<file path="src/rtl/sync_fifo_core_pkg.sv">
// Shared constants and helpers for the sync FIFO slice and its stream generator.
package sync_fifo_core_pkg;

   localparam int unsigned FIFO_WIDTH_DEF = 32;
   localparam int unsigned FIFO_DEPTH_DEF = 4;
   localparam logic [31:0] XS_SEED        = 32'h0000_0001;

   // One xorshift32 step (shifts 13, 17, 5).
   function automatic logic [31:0] xorshift_next(input logic [31:0] x);
      logic [31:0] y;
      y = x;
      y = y ^ (y << 13);
      y = y ^ (y >> 17);
      y = y ^ (y << 5);
      return y;
   endfunction

endpackage

</file>
<file path="src/rtl/sync_fifo_ram.sv">
// WIDTH x DEPTH storage: synchronous write port, combinational read port, no reset.
module sync_fifo_ram
   import sync_fifo_core_pkg::*;
#(
   parameter int unsigned WIDTH = FIFO_WIDTH_DEF,
   parameter int unsigned DEPTH = FIFO_DEPTH_DEF,
   parameter int unsigned AW    = $clog2(DEPTH)
) (
   input  logic             clk_i,
   input  logic             we_i,
   input  logic [AW-1:0]    waddr_i,
   input  logic [WIDTH-1:0] wdata_i,
   input  logic [AW-1:0]    raddr_i,
   output logic [WIDTH-1:0] rdata_o
);

   logic [WIDTH-1:0] mem_q [DEPTH];

   always_ff @(posedge clk_i) begin
      if (we_i) begin
         mem_q[waddr_i] <= wdata_i;
      end
   end

   assign rdata_o = mem_q[raddr_i];

endmodule

</file>
<file path="src/rtl/sync_fifo_core.sv">
// Single-clock show-ahead valid/ready FIFO; flags derive only from registered pointers.
module sync_fifo_core
   import sync_fifo_core_pkg::*;
#(
   parameter int unsigned WIDTH = FIFO_WIDTH_DEF,
   parameter int unsigned DEPTH = FIFO_DEPTH_DEF
) (
   input  logic             clk,
   input  logic             reset,
   input  logic [WIDTH-1:0] wr_data,
   input  logic             wr_valid,
   output logic             wr_ready,
   output logic [WIDTH-1:0] rd_data,
   output logic             rd_valid,
   input  logic             rd_ready
);

   localparam int unsigned AW   = $clog2(DEPTH);
   localparam int unsigned ADDR = AW + 1;

   logic [ADDR-1:0] wr_ptr_q, wr_ptr_d;
   logic [ADDR-1:0] rd_ptr_q, rd_ptr_d;
   logic            empty, full;
   logic            wr_fire, rd_fire;

   // Extra pointer MSB separates "full" from "empty" when the address bits match.
   assign empty = (wr_ptr_q == rd_ptr_q);
   assign full  = (wr_ptr_q[AW-1:0] == rd_ptr_q[AW-1:0]) &&
                  (wr_ptr_q[ADDR-1] != rd_ptr_q[ADDR-1]);

   assign wr_ready = !full;
   assign rd_valid = !empty;
   assign wr_fire  = wr_valid && !full;
   assign rd_fire  = rd_ready && !empty;

   always_comb begin
      wr_ptr_d = wr_ptr_q;
      rd_ptr_d = rd_ptr_q;
      if (wr_fire) wr_ptr_d = wr_ptr_q + ADDR'(1);
      if (rd_fire) rd_ptr_d = rd_ptr_q + ADDR'(1);
   end

   always_ff @(posedge clk) begin
      if (reset) begin
         wr_ptr_q <= '0;
         rd_ptr_q <= '0;
      end else begin
         wr_ptr_q <= wr_ptr_d;
         rd_ptr_q <= rd_ptr_d;
      end
   end

   sync_fifo_ram #(
      .WIDTH (WIDTH),
      .DEPTH (DEPTH),
      .AW    (AW)
   ) u_ram (
      .clk_i   (clk),
      .we_i    (wr_fire && !reset),
      .waddr_i (wr_ptr_q[AW-1:0]),
      .wdata_i (wr_data),
      .raddr_i (rd_ptr_q[AW-1:0]),
      .rdata_o (rd_data)
   );

endmodule

</file>
<file path="config.mk">
export PLATFORM = sky130hd
export DESIGN_NAME = sync_fifo_core
export DESIGN_NICKNAME = d
export VERILOG_FILES = /design/src/rtl/sync_fifo_core_pkg.sv /design/src/rtl/sync_fifo_ram.sv /design/src/rtl/sync_fifo_core.sv
export SDC_FILE = /design/constraint.sdc
export NUM_CORES = 1
export LEC_CHECK = 0
export CORE_MARGIN = 1
export CORE_UTILIZATION = 54
export CTS_CLUSTER_DIAMETER = 100
export DETAILED_ROUTE_END_ITERATION = 8
export MAX_ROUTING_LAYER = met4
export PLACE_DENSITY = 0.77
export SYNTH_ARGS = -nofsm -noshare
export SYNTH_HDL_FRONTEND = slang
export SYNTH_SLANG_ARGS = --single-unit
</file>
<file path="constraint.sdc">
create_clock -name clk -period 2.71 [get_ports clk]
set_input_delay 0.271 -clock clk [delete_from_list [all_inputs] [get_ports clk]]
set_output_delay 0.271 -clock clk [all_outputs]
set_load 0.05 [all_outputs]
</file>
* After elaboration in Yosys (flattened, before gate mapping) *
Memories as Yosys holds them, arrays and structs flattened. A register that Yosys moved wholly into a read port is not among the register bits.
Index checks and enable logic that the tools add are counted.

word-level totals
  bits in registers = 6
  memory bits (writable) = 128
  bits of input ports = 36
  output and inout bits = 34
  word-level logic and storage cells = 19
  memories = 1

memories
  memory       depth  width  read ports  clocked after Yosys merged registers in  wr ports  RTL line             RTL
  u_ram.mem_q  4      32     1           1                                        1         sync_fifo_ram.sv:17  logic [WIDTH-1:0] mem_q [DEPTH];

operators by class
  add/sub/neg operators = 2
  eq/ne operators = 3
  mux-type cells = 4
  reduce and logical (&&, ||, !) cells = 7

operator list
  kind                                                           number
  3-bit by 1-bit adder with 3-bit output, second input constant  2
  1-bit logical AND                                              4
  2-bit 2-to-1 mux                                               2
  3-bit == test                                                  1
  1-bit logical NOT                                              3
  2-bit == test                                                  1
  1-bit 2-to-1 mux                                               2
  1-bit != test                                                  1

* Depth between registers and ports, before layout *
  depth in word-level cells = 7
  mapped depth = 6
  depth with buffers taken out = 5

* Hierarchy *
Synthesis repeated with hierarchy kept, for this count alone.

second synthesis, totals
  cell total of the unflattened synthesis = 228
  area total of the unflattened synthesis = 5152.4 um2

modules (own cells, without submodules)
  module          instances  cells an instance  area an instance (um2)  sequential area each (um2)
  sync_fifo_ram   1          171                4689.5                  3843.7
  sync_fifo_core  1          57                 462.9                   120.1

* Worst setup path after synthesis *
No wires, ideal clock.

  path type = flip-flop to flip-flop
  from = register wr_ptr_q[1]
  to = memory u_ram.mem_q[3][0] in the netlist's numbering (enable)
  library setup time = 392 ps
  arrival time = 1843 ps
  required time = 2318 ps
  setup slack = 475 ps
  stages on the path, launching flop included = 5
  buffers on the path = 1
  period minus slack after synthesis = 2235 ps
  path through = dfxtp_1 > buf_6 > xnor2_1 > a311oi_1 > and2_1

between the ends
  cells in the longest elaborated chain, start to end = 7

RTL lines
  what                                    RTL line              RTL
  from (decl)                             sync_fifo_core.sv:21  logic [ADDR-1:0] wr_ptr_q, wr_ptr_d;
  from (signal assigned)                  sync_fifo_core.sv:48  wr_ptr_q <= wr_ptr_d;
  2-bit == test                           sync_fifo_core.sv:28  assign full = (wr_ptr_q[AW-1:0] == rd_ptr_q[AW-1:0]) &&
  1-bit logical AND                       sync_fifo_core.sv:28
  1-bit logical NOT                       sync_fifo_core.sv:33  assign wr_fire = wr_valid && !full;
  1-bit logical AND                       sync_fifo_core.sv:33
  1-bit logical AND                       sync_fifo_core.sv:59  .we_i (wr_fire && !reset),
  1-bit 2-to-1 mux                        sync_fifo_ram.sv:20   if (we_i) begin
  1-bit 2-to-1 mux (implied by the code)  sync_fifo_ram.sv:21   mem_q[waddr_i] <= wdata_i;
  to (decl)                               sync_fifo_ram.sv:17

Several ways; a longest one is shown, not always the timed one.

==> run summary <==
Multi-input combinational cell area -> 0.00111 mm^2
CP Buf/Inv Count -> 1
Distinct cells, synth -> 28
Startpoint Class -> register
Share of cells above drive strength 1 -> 0.235
CP max-delay cell -> clkdlybuf4s50_1
Initial Util -> 0.558
Pwr Density -> 1020 mW/mm^2
Clock Tree Buf Depth -> 2
Most frequent cells in the layout -> 128 x edfxtp_1, 40 x clkdlybuf4s50_1, 32 x mux4_2
Final Wtd Congestion -> 0.838
Setup Skew -> 7.22 ps
# diodes -> 0
Final setup TNS -> 0 ps
Mapped Avg Cell Area -> 21.7 um^2
Height of the die -> 99.9 um
PostCTS Resize Cnt -> 28
Die X -> 99.9 um
First-pass GRT wire length -> 14.1 mm
Vias in the first global route -> 2677
Clock Sinks -> 136
DR vias -> 2616
RSZ-0062 raised after global routing -> false
Max Slew Vio Count -> 0
Initial antenna violation count -> 0
Synthesized Nets -> 279
DR WL/cell -> 19.1 um
F_max -> 386 MHz
Hold Crit Depth -> 1
Post-CTS Setup Inserts -> 0
Critical path depth in cells -> 2
Post-synthesis cell area -> 0.00518 mm^2
Overall routing resource usage -> 0.204
Hold Vio Cnt, Final -> 0
Outcome -> complete, no violations
IO buf count -> 69
Post-route ant nets -> 0
Largest net degree at the start of global routing -> 24
Critical Path RT -> 2440 ps
Final period util -> 0.955
Final setup viols -> 0
Most common cell after layout, fill and taps aside -> edfxtp_1
Placed insts -> 438
Endpoint class of the critical path -> primary output
Crit path max-delay family -> buffers and inverters
Worst-path cell chain -> mux4_2, clkdlybuf4s50_1
Headroom to the max-slew limit -> 0.599
Area grow syn2layout -> 28.5%
Nets -> 369
Crit path largest cell delay -> 730 ps
Synthesized instance count -> 238
Worst Path Arrival -> 2320 ps
Fill count -> 598
Hold Buf Count CTS -> 0
DR pass1 iterations -> 4
Synth top area share -> 0.743
Post-DP HPWL -> 5.74 mm
Worst-path clk slew -> 60 ps
Routed vias/inst -> 5.57
Peak VDD IR -> 0.000687 V
Std-Cell Rows -> 35
Non-Filler Instances -> 470
Skew-Pair Late Insertion Delay -> 490 ps
Leakage -> 2.21 nW
Yosys top cell by area -> edfxtp_1
CORE AREA -> 0.00928 mm^2
CTS Buf Count -> 17
Root buffer cell -> clkbuf_8
Setup CP Type -> register to primary output
Post-synthesis sequential area ratio -> 0.774
I/O pin count -> 70
Routed WL -> 8.96 mm
H-tree depth -> 4
Post-synthesis register bit count -> 136
Worst-margin pin slew -> 597 ps
Reg2Reg Setup Slack -> 480 ps
R2r worst-path depth -> 4
DRC viols -> 0
Die area -> 0.00998 mm^2
Largest cells by area after synthesis -> edfxtp_1 74%, mux4_2 14%, dfxtp_1 3.1%, ha_1 1.2%, nand3_1 0.58%
Crit path max fanout -> 7
YS warnings -> 0
Min Clock Period, post-route -> 2590 ps
Max_cap viols -> 0
Tightest Hold Check Type -> primary input to register
Register area -> 0.00401 mm^2
TritonCTS clock tree -> yes
DR iter-0 viols -> 163
Congestion Overflow GR -> 0
==> cell families after synthesis <==
group,after synthesis,synth area share
muxes,32,0.139
and+or+nand+nor,30,0.0321
AOI/OAI and AO/OA,15,0.0201
adders and majority gates,5,0.0121
xor gates and xnor gates,6,0.0102
buffers and inverters,14,0.0128
DFF,136,0.774
==> routing by layer <==
| metal | global-route usage | share of wire |
|---|---|---|
| met5 | - | 0 |
| met4 | 0.0781 | 0.0075 |
| met3 | 0.0508 | 0.048 |
| met2 | 0.310 | 0.50 |
| met1 | 0.269 | 0.45 |
==> cells in the mapped netlist <==
cell,n
nand3_1,6
a41oi_1,1
o211ai_1,2
clkbuf_1,1
dfxtp_1,8
ha_1,5
or4_1,1
buf_6,1
inv_1,4
nor3b_1,4
a31oi_1,3
a211o_1,2
and2_1,4
o211a_1,1
nor2_1,1
buf_2,5
o21ai_0,3
nand2_1,7
nor2b_1,2
and3_1,1
a21oi_1,2
nand4_1,4
mux4_2,32
a311oi_1,1
edfxtp_1,128
xnor2_1,3
buf_1,3
xor2_1,3
==> registers in the layout (all words and copies together) (netlist names), named ones only <==
| register | count |
|---|---|
| rd_ptr_q | 3 |
| u_ram.mem_q | 128 |
| wr_ptr_q | 3 |
==> cell type report <==
cell class | instances | area share
multi-input combinational | 88 | 0.167
clock buffer | 19 | 0.0634
timing repair buffer | 81 | 0.119
tap | 129 | 0.0243
clock inverter | 13 | 0.0216
inverter | 4 | 0.00226
sequential | 136 | 0.602
==> worst paths after layout <==
path | start | end
hold reg to reg | rd_ptr_q[2] | rd_ptr_q[2]
setup reg to reg | wr_ptr_q[1] | u_ram.mem_q[1][2]
setup / recovery | register | rd_data[18]
hold / removal | wr_data[1] | u_ram.mem_q[3][1]
==> report_power, final <==
part	switching (mW)	total [mW]	internal (mW)
registers	0.130	2.66	2.53
logic	1.27	1.96	0.698
clock network	0.820	2.14	1.32
total	2.22	6.76	4.55
==> per-stage QoR <==
step                       util  setup slack (ps)  hold slack (ps)  area, um^2  total power, mW
after CTS                 0.717              81.2              385        6650             6.83
after floorplan               -               475              370        5180             4.10
after global routing      0.717              40.5              395        6650             7.03
final                     0.717               121              407        6650             6.76
after global placement    0.659               377              516        6120             4.77
after detailed placement  0.659               359              528        6120             4.81
==> worst reg2reg max path, cell delays in order (launching register included) <==
cell      delay (ps)
dfxtp_1          510
xnor2_1          240
a311oi_1         540
and2_2           420
buf_12           220
(Power assumes the default switching activity.)
